File: config.mk
export PLATFORM = sky130hd
export DESIGN_NAME = mem_bus_arbiter
export DESIGN_NICKNAME = d
export VERILOG_FILES = /design/src/rtl/mem_bus_arbiter_pkg.sv /design/src/rtl/mem_bus_arbiter_rr.sv /design/src/rtl/mem_bus_arbiter.sv
export SDC_FILE = /design/constraint.sdc
export NUM_CORES = 1
export LEC_CHECK = 0
export CAP_MARGIN = 0
export CORE_AREA = 2 2 137 113
export CTS_CLUSTER_DIAMETER = 60
export DETAILED_ROUTE_END_ITERATION = 7
export DIE_AREA = 0 0 139 115
export PLACE_DENSITY = 0.81
export SYNTH_ARGS = -nofsm -noshare
export SYNTH_HDL_FRONTEND = slang
export SYNTH_SLANG_ARGS = --single-unit
File: constraint.sdc
create_clock -name clk -period 3.4 [get_ports clk]
set_clock_uncertainty 0.15 [all_clocks]
set_input_delay 0.68 -clock clk [delete_from_list [all_inputs] [get_ports clk]]
set_output_delay 0.68 -clock clk [all_outputs]
set_load 0.05 [all_outputs]
File: src/rtl/mem_bus_arbiter_pkg.sv
// rtl/mem_bus_arbiter_pkg.sv - shared types and constants for the memory bus arbiter
//
// Purpose:
//   Holds the arbiter FSM state encoding, the bus owner encoding, the
//   one-hot grant codes produced by rr_arbiter2, and the downstream
//   response code that means "no error".
// Ports: none (package).

package mem_bus_arbiter_pkg;

  typedef enum logic [2:0] {
    ARB_IDLE    = 3'd0,
    ARB_RD_ADDR = 3'd1,
    ARB_RD_DATA = 3'd2,
    ARB_WR_REQ  = 3'd3,
    ARB_WR_RESP = 3'd4
  } arb_state_t;

  typedef enum logic {
    OWN_IFU = 1'b0,
    OWN_LSU = 1'b1
  } owner_t;

  // One-hot grant vector: bit 0 is the IFU, bit 1 is the LSU.
  localparam logic [1:0] GNT_NONE = 2'b00;
  localparam logic [1:0] GNT_IFU  = 2'b01;
  localparam logic [1:0] GNT_LSU  = 2'b10;

  // Downstream rresp/bresp value for a successful transfer; any other
  // value is reported upstream as an error.
  localparam logic [1:0] RESP_OKAY = 2'b00;

  function automatic logic resp_is_err(input logic [1:0] resp);
    return resp != RESP_OKAY;
  endfunction

endpackage

File: src/rtl/mem_bus_arbiter_rr.sv
// rtl/mem_bus_arbiter_rr.sv - two-way round-robin grant logic with response masking
//
// Purpose:
//   Chooses between the IFU and LSU requests. A requester whose response
//   pulse is high this cycle is masked so a request that has not dropped
//   yet is not granted twice. On a tie the requester that was not granted
//   last wins.
// Ports:
//   ifu_req, lsu_req   raw requests from the two bus ports
//   ifu_mask, lsu_mask response pulse currently high for that requester
//   last_gnt           owner of the most recent grant
//   gnt                one-hot grant (GNT_IFU / GNT_LSU / GNT_NONE)

module rr_arbiter2
  import mem_bus_arbiter_pkg::*;
(
  input  logic       ifu_req,
  input  logic       lsu_req,
  input  logic       ifu_mask,
  input  logic       lsu_mask,
  input  owner_t     last_gnt,
  output logic [1:0] gnt
);

  logic ifu_eff;
  logic lsu_eff;

  always_comb begin
    ifu_eff = ifu_req & ~ifu_mask;
    lsu_eff = lsu_req & ~lsu_mask;
    gnt     = GNT_NONE;
    if (ifu_eff && lsu_eff) begin
      gnt = (last_gnt == OWN_IFU) ? GNT_LSU : GNT_IFU;
    end else if (ifu_eff) begin
      gnt = GNT_IFU;
    end else if (lsu_eff) begin
      gnt = GNT_LSU;
    end
  end

endmodule

File: src/rtl/mem_bus_arbiter.sv
// rtl/mem_bus_arbiter.sv - shares one memory bus between the IFU and the LSU
//
// Purpose:
//   Grants one transaction at a time to either the instruction fetch unit
//   (reads only) or the load/store unit (reads and writes), registers the
//   winner's address/data/strobe, runs the downstream AR/R or W/B exchange
//   and returns a one-cycle response pulse to the owner. Transactions that
//   stay outstanding for TIMEOUT cycles are aborted with an error.
// Ports:
//   clk, rst                      clock, synchronous active-high reset
//   ifu_araddr_i/ifu_arvalid_i    IFU read request
//   ifu_rdata_o/rvalid_o/err_o    IFU read response (pulse qualifies data/err)
//   lsu_addr_i/arvalid_i/wvalid_i LSU request (shared address for read/write)
//   lsu_wdata_i/lsu_wstrb_i       LSU write data and byte strobes
//   lsu_rdata_o/rvalid_o/bvalid_o LSU read and write responses
//   lsu_err_o                     LSU error, qualified by either pulse
//   m_araddr_o/m_arvalid_o/m_arready_i         downstream read address
//   m_rdata_i/m_rresp_i/m_rvalid_i             downstream read data
//   m_awaddr_o/m_wdata_o/m_wstrb_o/m_wvalid_o/m_wready_i  write beat
//   m_bresp_i/m_bvalid_i                       downstream write response

module mem_bus_arbiter
  import mem_bus_arbiter_pkg::*;
#(
  parameter int ADDR_W  = 32,
  parameter int DATA_W  = 32,
  parameter int TIMEOUT = 256
) (
  input  logic                clk,
  input  logic                rst,
  input  logic [ADDR_W-1:0]   ifu_araddr_i,
  input  logic                ifu_arvalid_i,
  output logic [DATA_W-1:0]   ifu_rdata_o,
  output logic                ifu_rvalid_o,
  output logic                ifu_err_o,
  input  logic [ADDR_W-1:0]   lsu_addr_i,
  input  logic                lsu_arvalid_i,
  input  logic                lsu_wvalid_i,
  input  logic [DATA_W-1:0]   lsu_wdata_i,
  input  logic [DATA_W/8-1:0] lsu_wstrb_i,
  output logic [DATA_W-1:0]   lsu_rdata_o,
  output logic                lsu_rvalid_o,
  output logic                lsu_bvalid_o,
  output logic                lsu_err_o,
  output logic [ADDR_W-1:0]   m_araddr_o,
  output logic                m_arvalid_o,
  input  logic                m_arready_i,
  input  logic [DATA_W-1:0]   m_rdata_i,
  input  logic [1:0]          m_rresp_i,
  input  logic                m_rvalid_i,
  output logic [ADDR_W-1:0]   m_awaddr_o,
  output logic [DATA_W-1:0]   m_wdata_o,
  output logic [DATA_W/8-1:0] m_wstrb_o,
  output logic                m_wvalid_o,
  input  logic                m_wready_i,
  input  logic [1:0]          m_bresp_i,
  input  logic                m_bvalid_i
);

  localparam int STRB_W = DATA_W / 8;
  localparam int CNT_W  = (TIMEOUT > 2) ? $clog2(TIMEOUT) : 1;
  localparam logic [CNT_W-1:0] CNT_LAST = CNT_W'(TIMEOUT - 1);

  arb_state_t state;
  arb_state_t state_nxt;
  owner_t     owner;
  owner_t     last_gnt;

  logic [ADDR_W-1:0] addr_q;
  logic [DATA_W-1:0] wdata_q;
  logic [STRB_W-1:0] wstrb_q;
  logic [CNT_W-1:0]  cnt;

  logic [1:0]        gnt;
  logic              timeout_hit;
  logic              rd_rsp;
  logic              wr_rsp;
  logic              rsp_err;
  logic [DATA_W-1:0] rsp_rdata;

  // Masking uses the registered pulses: the owner is back in IDLE during its
  // pulse cycle but has not yet seen the response to drop its request.
  rr_arbiter2 u_rr (
    .ifu_req  (ifu_arvalid_i),
    .lsu_req  (lsu_arvalid_i | lsu_wvalid_i),
    .ifu_mask (ifu_rvalid_o),
    .lsu_mask (lsu_rvalid_o | lsu_bvalid_o),
    .last_gnt (last_gnt),
    .gnt      (gnt)
  );

  assign m_araddr_o = addr_q;
  assign m_awaddr_o = addr_q;
  assign m_wdata_o  = wdata_q;
  assign m_wstrb_o  = wstrb_q;

  always_ff @(posedge clk) begin
    if (rst) begin
      state <= ARB_IDLE;
    end else begin
      state <= state_nxt;
    end
  end

  always_comb begin
    state_nxt   = state;
    m_arvalid_o = 1'b0;
    m_wvalid_o  = 1'b0;
    rd_rsp      = 1'b0;
    wr_rsp      = 1'b0;
    rsp_err     = 1'b0;
    rsp_rdata   = '0;
    timeout_hit = (state != ARB_IDLE) && (cnt == CNT_LAST);

    unique case (state)
      ARB_IDLE: begin
        // A write beats a read when the LSU raises both.
        if (gnt == GNT_LSU) begin
          state_nxt = lsu_wvalid_i ? ARB_WR_REQ : ARB_RD_ADDR;
        end else if (gnt == GNT_IFU) begin
          state_nxt = ARB_RD_ADDR;
        end
      end

      ARB_RD_ADDR: begin
        m_arvalid_o = 1'b1;
        if (timeout_hit) begin
          rd_rsp    = 1'b1;
          rsp_err   = 1'b1;
          state_nxt = ARB_IDLE;
        end else if (m_arready_i) begin
          state_nxt = ARB_RD_DATA;
        end
      end

      ARB_RD_DATA: begin
        // A response arriving on the timeout cycle still completes normally.
        if (m_rvalid_i) begin
          rd_rsp    = 1'b1;
          rsp_err   = resp_is_err(m_rresp_i);
          rsp_rdata = m_rdata_i;
          state_nxt = ARB_IDLE;
        end else if (timeout_hit) begin
          rd_rsp    = 1'b1;
          rsp_err   = 1'b1;
          state_nxt = ARB_IDLE;
        end
      end

      ARB_WR_REQ: begin
        m_wvalid_o = 1'b1;
        if (timeout_hit) begin
          wr_rsp    = 1'b1;
          rsp_err   = 1'b1;
          state_nxt = ARB_IDLE;
        end else if (m_wready_i) begin
          state_nxt = ARB_WR_RESP;
        end
      end

      ARB_WR_RESP: begin
        if (m_bvalid_i) begin
          wr_rsp    = 1'b1;
          rsp_err   = resp_is_err(m_bresp_i);
          state_nxt = ARB_IDLE;
        end else if (timeout_hit) begin
          wr_rsp    = 1'b1;
          rsp_err   = 1'b1;
          state_nxt = ARB_IDLE;
        end
      end

      default: begin
        state_nxt = ARB_IDLE;
      end
    endcase
  end

  always_ff @(posedge clk) begin
    if (rst) begin
      owner        <= OWN_IFU;
      last_gnt     <= OWN_IFU;
      addr_q       <= '0;
      wdata_q      <= '0;
      wstrb_q      <= '0;
      cnt          <= '0;
      ifu_rdata_o  <= '0;
      ifu_rvalid_o <= 1'b0;
      ifu_err_o    <= 1'b0;
      lsu_rdata_o  <= '0;
      lsu_rvalid_o <= 1'b0;
      lsu_bvalid_o <= 1'b0;
      lsu_err_o    <= 1'b0;
    end else begin
      ifu_rvalid_o <= 1'b0;
      ifu_err_o    <= 1'b0;
      lsu_rvalid_o <= 1'b0;
      lsu_bvalid_o <= 1'b0;
      lsu_err_o    <= 1'b0;

      if (state == ARB_IDLE) begin
        if (gnt == GNT_LSU) begin
          owner    <= OWN_LSU;
          last_gnt <= OWN_LSU;
          addr_q   <= lsu_addr_i;
          wdata_q  <= lsu_wvalid_i ? lsu_wdata_i : '0;
          wstrb_q  <= lsu_wvalid_i ? lsu_wstrb_i : '0;
          cnt      <= '0;
        end else if (gnt == GNT_IFU) begin
          owner    <= OWN_IFU;
          last_gnt <= OWN_IFU;
          addr_q   <= ifu_araddr_i;
          wdata_q  <= '0;
          wstrb_q  <= '0;
          cnt      <= '0;
        end
      end else begin
        // Cannot wrap: reaching CNT_LAST always forces a return to IDLE.
        cnt <= cnt + CNT_W'(1);
      end

      // Only the owner's rdata is updated; the other side keeps its value.
      if (rd_rsp) begin
        if (owner == OWN_IFU) begin
          ifu_rvalid_o <= 1'b1;
          ifu_err_o    <= rsp_err;
          ifu_rdata_o  <= rsp_rdata;
        end else begin
          lsu_rvalid_o <= 1'b1;
          lsu_err_o    <= rsp_err;
          lsu_rdata_o  <= rsp_rdata;
        end
      end

      if (wr_rsp) begin
        lsu_bvalid_o <= 1'b1;
        lsu_err_o    <= rsp_err;
      end
    end
  end

endmodule

# Yosys cells after proc, flatten, opt, wreduce, memory -nomap -nowiden
# Cells that the tools add are included.
[totals] register_bits=149 out_inout_bits=171
[op_classes] addsub=1 n_eq_ne=10 mux=46 bitwise_logic=8 n_reduce_logical=14
[op_table] op="$mux W32" n=7
[op_table] op="$mux W3" n=9
[op_table] op="$mux W8" n=3
[op_table] op="$mux W1" n=15
[op_table] op="$pmux W3 S5" n=1
[op_table] op="$mux W4" n=3
[op_table] op="$mux W2" n=5
[op_table] op="$add A8 B1 Y8 const B" n=1
[op_table] op="$eq A8 B8 Y1 const B" n=1
[op_table] op="$eq A3 B2 Y1 const B" n=2
[op_table] op="$ne A3 B3 Y1 const B" n=2
[op_table] op="$reduce_and A2 Y1" n=3
[op_table] op="$reduce_bool A2 Y1" n=3
[op_table] op="$not A1 Y1" n=4
[op_table] op="$pmux W1 S2" n=2
[op_table] op="$reduce_or A2 Y1" n=2
[op_table] op="$eq A3 B1 Y1 const B" n=1
[op_table] op="$eq A3 B3 Y1 const B" n=1
[op_table] op="$logic_not A3 Y1" n=1
[op_table] op="$ne A3 B2 Y1 const B" n=1
[op_table] op="$pmux W1 S3" n=1
[op_table] op="$reduce_and A3 Y1" n=1
[op_table] op="$reduce_bool A3 Y1" n=1
[op_table] op="$reduce_or A3 Y1" n=1
[op_table] op="other kinds (5)" n=8

# Longest topological paths before layout
# Gate-level depths: netlist of run 1.
[logic_depth] word_depth=10 ltp_mapped=10 mapped_depth_nobuf=8

# Hierarchy
# A second synthesis of run 1 with hierarchy kept.
[hier_totals] hier_cells=606 hier_area_um2=6047.0
[by_module_without_submodules] mod="mem_bus_arbiter" n_inst=1 cells_per_inst=602 area_each_um2=6014.5 seq_area_each_um2=2982.9
[by_module_without_submodules] mod="rr_arbiter2" n_inst=1 cells_per_inst=4 area_each_um2=32.5 seq_area_each_um2=0.0

# Least setup slack after synthesis of run 1
# OpenSTA, ideal clock, no wires.
[synth_path] path_type="reg-to-output" startpoint="register state[0]" endpoint="output m_arvalid_o" t_arrival_ns=1.641 t_required_ns=2.570 setup_slack_ns=0.929 path_stages_with_launch=4 n_path_buf=1 cell_sequence="dfxtp_1 buf_2 inv_1 nor3_1"
[synth_via] elab_chain_cells=2
[synth_lines] element="start, declared" line="mem_bus_arbiter.sv:64" source="arb_state_t state;"
[synth_lines] element="start signal, assigned" line="mem_bus_arbiter.sv:101" source="state <= state_nxt;"
[synth_lines] element="$eq A3 B1 Y1" line="mem_bus_arbiter.sv:115" source="unique case (state)"
[synth_lines] element="$mux W1" line="mem_bus_arbiter.sv:115"
[synth_lines] element="end, declared" line="mem_bus_arbiter.sv:46" source="output logic m_arvalid_o,"
# No other way between the ends.

# Final worst setup path of run 1
[layout_path] startpoint="register state[0]" endpoint="output m_wvalid_o"
[layout_via] elab_chain_cells=2
[layout_lines] element="$eq A3 B2 Y1" line="mem_bus_arbiter.sv:115"
[layout_lines] element="$mux W1" line="mem_bus_arbiter.sv:115"
[layout_lines] element="end, declared" line="mem_bus_arbiter.sv:54" source="output logic m_wvalid_o,"
# No other way between the ends.

==> run summary, run 1 <==
io pins -> 316
Final Setup Violations -> 0
metal2 WL -> 8590 um
vias in the first global route -> 5079
area delta synth->final -> 64.1%
crit path launch type -> register
Mean Syn Cell Area -> 10.3 um2
P per Cell Area -> 933 mW/mm2
Placeable Area -> 0.0146 mm2
clock root cell -> clkbuf_16
P_sw -> 4.00 mW
max-slew violations -> 0
CTS Buffer Depth -> 2
max_cap viols -> 0
TritonCTS Sinks -> 149
DR top layer -> met4
Synth Net Count -> 703
Initial Util -> 39.3%
Remaining Overflow, GRT -> 0
Clock power frac -> 22.2%
ys async rst share -> 0%
Routability Congestion -> 0.773
first-pass GRT wire length -> 26900 um
fillers -> 1195
num rows -> 40
endpoints failing hold -> 0
die area -> 0.0160 mm2
antenna cells -> 0
DR vias -> 5256
post-synthesis sequential area ratio -> 52.0%
Post-synth EDFFs -> 0
number of I/O port buffers -> 315
P_leak -> 3.58 nW
max_slew headroom -> 45.8%
maximum vdd drop -> 732 uV
Die X -> 139 um
CP Data Required Time -> 2.57 ns
Mapped Area -> 0.00574 mm2
DR vias/cell -> 5.13
Synth Flop Type -> dfxtp_1
final WL -> 17400 um
post_cts resized -> 0
Die Span Y -> 115 um
Tmin final -> 3.16 ns
final worst path period share -> 93.0%
total track usage -> 21.2%
combinational share of power -> 50.8%
Sequential cell area -> 0.00298 mm2
CTS buffer count -> 17
critical path class -> register to output port
# hold bufs at CTS -> 0
sequential share of power -> 27.0%
worst-skew pair later-pin latency -> 0.42 ns
DRC Markers -> 0
P_int -> 4.79 mW
clock transition at the registers of the reported paths -> 0.06 ns
fmax -> 316 MHz
CP endpoint kind -> output port
WL/cell -> 17.0 um
Worst Path Max Fanout -> 11
Sw Share -> 45.5%
CTS tree -> done
initial antenna violation count -> 0
slew at the pin closest to its max-slew limit -> 0.814 ns
largest net degree at the start of global routing -> 66
Yosys cell types -> 47
nets@finish -> 971
outcome -> finished, final reports clean
Post-CTS Setup Inserts -> 0
Iteration-0 DRC Markers -> 317
Pre-antenna DRT Iters -> 4
Tot Pwr -> 8.79 mW
Ys Warns -> 0
Met3 Wirelength -> 1420 um
Total Neg Setup Slack -> 0 ns
metal1 wirelength -> 7100 um
DPL Wire Length -> 12400 um
Synth Register Bits -> 149
Worst Path Arrival -> 2.33 ns
Multi-input gate area -> 0.00230 mm2
Cells after Synth -> 555
layout cells sized above 1 -> 6.94%
H-tree depth -> 4
worst hold path class -> register to register
antenna viol nets, final -> 0
final core occ -> 64.5%
RSZ-0062 raised after global routing -> false
power by group through the flow:
stage	clock [mW]	combinational, mW	sequential, mW
CTS	2.00	4.48	2.38
global route	2.08	4.70	2.43
finish	1.95	4.46	2.38
floorplan	0	2.22	3.42
detailed placement	0	4.47	2.41
global placement	0	4.42	2.40
per-stage QoR:
stage	hold WS, ns	setup slack [ns]	instance area, um2	std cells
finish	0.325	0.236	9420	1025
global route	0.335	0.112	9420	1025
CTS	0.327	0.200	9420	1025
detailed placement	0.304	0.326	8800	993
global placement	0.306	0.436	8800	993
floorplan	0.321	0.929	5740	555
final timing paths:
check | start | to | slack [ns] | cells past startpoint
max | state[0] | m_wvalid_o | 0.24 | 3
min | lsu_rdata_o[26] | lsu_rdata_o[26] | 0.33 | 1
max reg2reg | cnt[0] | ifu_rdata_o[3] | 1.08 | 6
min reg2reg | lsu_rdata_o[26] | lsu_rdata_o[26] | 0.33 | 1
kinds of logic (layout without fill, tap and decap cells):
| logic type | after synthesis | count (layout) | synth area share, % |
|---|---|---|---|
| AOI/OAI and AO/OA | 166 | 166 | 23.1 |
| DFF | 149 | 149 | 52.0 |
| and+or+nand+nor | 121 | 121 | 10.1 |
| buffers and inverters | 82 | 363 | 8.30 |
| muxes | 33 | 33 | 5.75 |
| adders and majority gates | 3 | 3 | 0.654 |
| xor gates and xnor gates | 1 | 1 | 0.153 |
registers in the layout, summed over array words and instances (netlist names):
| signal | cells |
|---|---|
| lsu_rdata_o | 32 |
| last_gnt | 1 |
| m_araddr_o | 32 |
| ifu_rvalid_o | 1 |
| ifu_err_o | 1 |
| cnt | 8 |
| lsu_rvalid_o | 1 |
| lsu_bvalid_o | 1 |
| state | 3 |
| m_wstrb_o | 4 |
| m_wdata_o | 32 |
| lsu_err_o | 1 |
| ifu_rdata_o | 32 |
final cells by class:
class | instances | area share, %
Timing Repair Buffer | 326 | 34.7
Sequential cell | 149 | 31.7
Multi-Input combinational cell | 324 | 24.4
Clock buffer | 17 | 4.51
Tap cell | 189 | 2.51
Clock inverter | 15 | 2.04
Inverter | 5 | 0.199
cell usage after synthesis (2+ instances only):
library cell,count,area (um2)
a21oi_1,9,45.0
dfxtp_1,149,2980
inv_1,5,18.8
nand2_1,4,15.0
nand3_1,3,15.0
buf_2,18,90.1
buf_1,7,26.3
buf_6,3,33.8
o22a_1,2,17.5
a21oi_2,2,17.5
mux2i_1,33,330
or3_1,4,25.0
a22o_1,64,561
nand2b_1,4,25.0
ha_1,3,37.5
and3_1,2,12.5
nor2b_1,3,18.8
a211oi_1,35,263
buf_4,33,248
a22oi_1,37,278
nor2_1,83,312
nor3_1,4,20.0
nand4_1,2,12.5
o21ai_0,8,40.0
clkbuf_1,16,60.1
cell usage in the layout (no fill, tap or decap), types with 3 or more instances in the layout:
cell / Yosys / final
a211oi_1: 35 / 35
a21oi_1: 9 / 9
a22o_1: 64 / 64
a22oi_1: 37 / 37
buf_12: 0 / 3
buf_4: 33 / 8
bufinv_16: 0 / 3
clkbuf_16: 0 / 17
clkdlybuf4s50_1: 0 / 314
clkinvlp_4: 0 / 4
dfxtp_1: 149 / 149
inv_1: 5 / 5
inv_6: 0 / 5
mux2i_1: 33 / 33
nand2_1: 4 / 4
nand2b_1: 4 / 4
nand3_1: 3 / 3
nor2_1: 83 / 82
nor2b_1: 3 / 3
nor3_1: 4 / 3
o21ai_0: 8 / 8
or3_1: 4 / 4
worst max-delay path: stages (launching register included):
cell and delay [ns]:
dfxtp_1 0.60, nor2b_1 0.26, and2_1 0.21, clkdlybuf4s50_1 0.85
routing by layer:
layer	vias to the layer above	GRT usage [%]
li1	2546	-
met1	2449	25.2
met2	241	35.5
met3	20	8.20
met4	0	7.14
met5	-	0
Power figures use the tool's default switching activity.
==> run 2: changes to the inputs <==
CORE_AREA = 2 2 123 125   (was 2 2 137 113)
DIE_AREA = 0 0 125 127   (was 0 0 139 115)
PLACE_DENSITY = 0.82   (was 0.81)
RECOVER_POWER = 50   (was default)
==> run 2 against run 1 <==
Core utilization is 0.68 points higher. Worst setup slack worse by 0.026 ns. Critical path depth is the same. Maximum frequency shrank 0.80%. Combinational power down 2%. Sequential share of layout area grew 0.084 points. Critical endpoint unchanged.
==> run summary, run 2 (same netlist as run 1, synthesis figures left out) <==
DR vias -> 5293
Die Span Y -> 127 um
nets@finish -> 970
P_leak -> 3.85 nW
crit path launch type -> register
TritonCTS Sinks -> 149
final worst path period share -> 93.8%
Final Setup Violations -> 0
Crit path depth -> 3
fmax -> 314 MHz
max_cap viols -> 0
io pins -> 316
DR vias/cell -> 5.19
Routability Congestion -> 0.775
max-slew violations -> 0
Initial Util -> 39.8%
R2R depth -> 6
final WL -> 17300 um
DPL Wire Length -> 12200 um
die area -> 0.0159 mm2
H-tree depth -> 4
Bufs and invs on worst path -> 1
family with the most delay on the worst path -> buffers and inverters
worst-skew pair later-pin latency -> 0.42 ns
Post-DP Area -> 0.00879 mm2
post_cts resized -> 0
max_slew headroom -> 36.8%
CP cell instances -> nor2b_1, and2_0, clkdlybuf4s50_1
antenna viol nets, final -> 0
Total Neg Setup Slack -> 0 ns
worst hold path class -> register to register
total track usage -> 21.5%
most frequent cells in the layout -> clkdlybuf4s50_1 (223), dfxtp_1 (149), dlygate4sd3_1 (91), nor2_1 (82), a22o_1 (64)
clock root cell -> clkbuf_16
num rows -> 44
max incr delay on CP -> 0.87 ns
commonest non-fill, non-tap cell in the layout -> clkdlybuf4s50_1
first-pass GRT wire length -> 27500 um
CTS buffer count -> 17
WL/cell -> 17.0 um
CTS tree -> done
Worst Path Arrival -> 2.36 ns
Remaining Overflow, GRT -> 0
vias in the first global route -> 5152
Inst Count DP -> 987
clock transition at the registers of the reported paths -> 0.06 ns
DRC Markers -> 0
Tmin final -> 3.19 ns
CP endpoint kind -> output port
initial antenna violation count -> 0
# hold bufs at CTS -> 0
post-route cell area -> 0.00940 mm2
hold-critical path depth -> 1
CP Data Required Time -> 2.57 ns
Worst Path Max Fanout -> 11
Pre-antenna DRT Iters -> 4
Die X -> 125 um
area delta synth->final -> 63.7%
CTS Buffer Depth -> 2
antenna cells -> 0
endpoints failing hold -> 0
RSZ-0062 raised after global routing -> false
critical path class -> register to output port
fillers -> 1163
layout cells sized above 1 -> 6.35%
slew at the pin closest to its max-slew limit -> 0.936 ns
Placeable Area -> 0.0144 mm2
final core occ -> 65.2%
Slowest cell on crit path -> clkdlybuf4s50_1
P per Cell Area -> 936 mW/mm2
outcome -> finished, final reports clean
Iteration-0 DRC Markers -> 222
Tot Pwr -> 8.79 mW
maximum vdd drop -> 488 uV
Post-Layout Cell Count -> 1019
number of I/O port buffers -> 315
largest net degree at the start of global routing -> 66
Post-CTS Setup Inserts -> 0
run 2: cell count changes in the layout (fill, tap and decap cells not counted), moves of 2 or more:
| cell | before | now |
|---|---|---|
| clkdlybuf4s50_1 | 314 | 223 |
| dlygate4sd3_1 | 0 | 91 |
| clkinvlp_4 | 4 | 1 |
| inv_6 | 5 | 2 |
| buf_4 | 8 | 6 |
| clkbuf_8 | 0 | 2 |
| clkinv_4 | 2 | 4 |
run 2: per-stage QoR:
| stage | setup slack (ns) | hold slack [ns] |
|---|---|---|
| floorplan | 0.929 | 0.321 |
| global placement | 0.438 | 0.305 |
| detailed placement | 0.306 | 0.305 |
| CTS | 0.230 | 0.328 |
| global route | 0.0861 | 0.332 |
| finish | 0.211 | 0.321 |
run 2: where the power goes:
group / switching [mW] / internal [mW]
clock network: 0.763 / 1.28
registers: 0.276 / 2.10
logic: 2.92 / 1.46
total: 3.96 / 4.84
run 2: area by class of cell:
| class | instances | area (um2) | share of cell area, % |
|---|---|---|---|
| multi-input combinational | 324 | 2260 | 24.0 |
| timing repair buffer | 325 | 3260 | 34.7 |
| clock buffer | 20 | 457 | 4.86 |
| sequential | 149 | 2980 | 31.7 |
| inverter | 5 | 18.8 | 0.200 |
| tap | 184 | 230 | 2.45 |
| clock inverter | 12 | 191 | 2.04 |
run 2: worst paths after layout:
kind	from	end	slack (ns)
hold / removal	lsu_rdata_o[13]	lsu_rdata_o[13]	0.32
hold reg to reg	lsu_rdata_o[13]	lsu_rdata_o[13]	0.32
setup / recovery	state[0]	m_wvalid_o	0.21
setup reg to reg	cnt[0]	lsu_rdata_o[1]	0.33
run 2: per-layer routing:
layer	part of all wire (%)	up-vias	track usage, %
li1	-	2545	-
met1	40	2472	25.3
met2	49	247	36.0
met3	8.8	29	8.21
met4	2.3	0	7.78
met5	0	-	0
run 2: worst reg2reg max path: cells and delay by family (launching register included):
family / cells / cell delay (ns)
AO/OA/AOI/OAI: 3 / 1.41
adder cells (fa/ha/maj): 1 / 0.23
buffers and inverters: 1 / 0.47
flip-flops: 1 / 0.38
AND/OR/NAND/NOR: 1 / 0.31
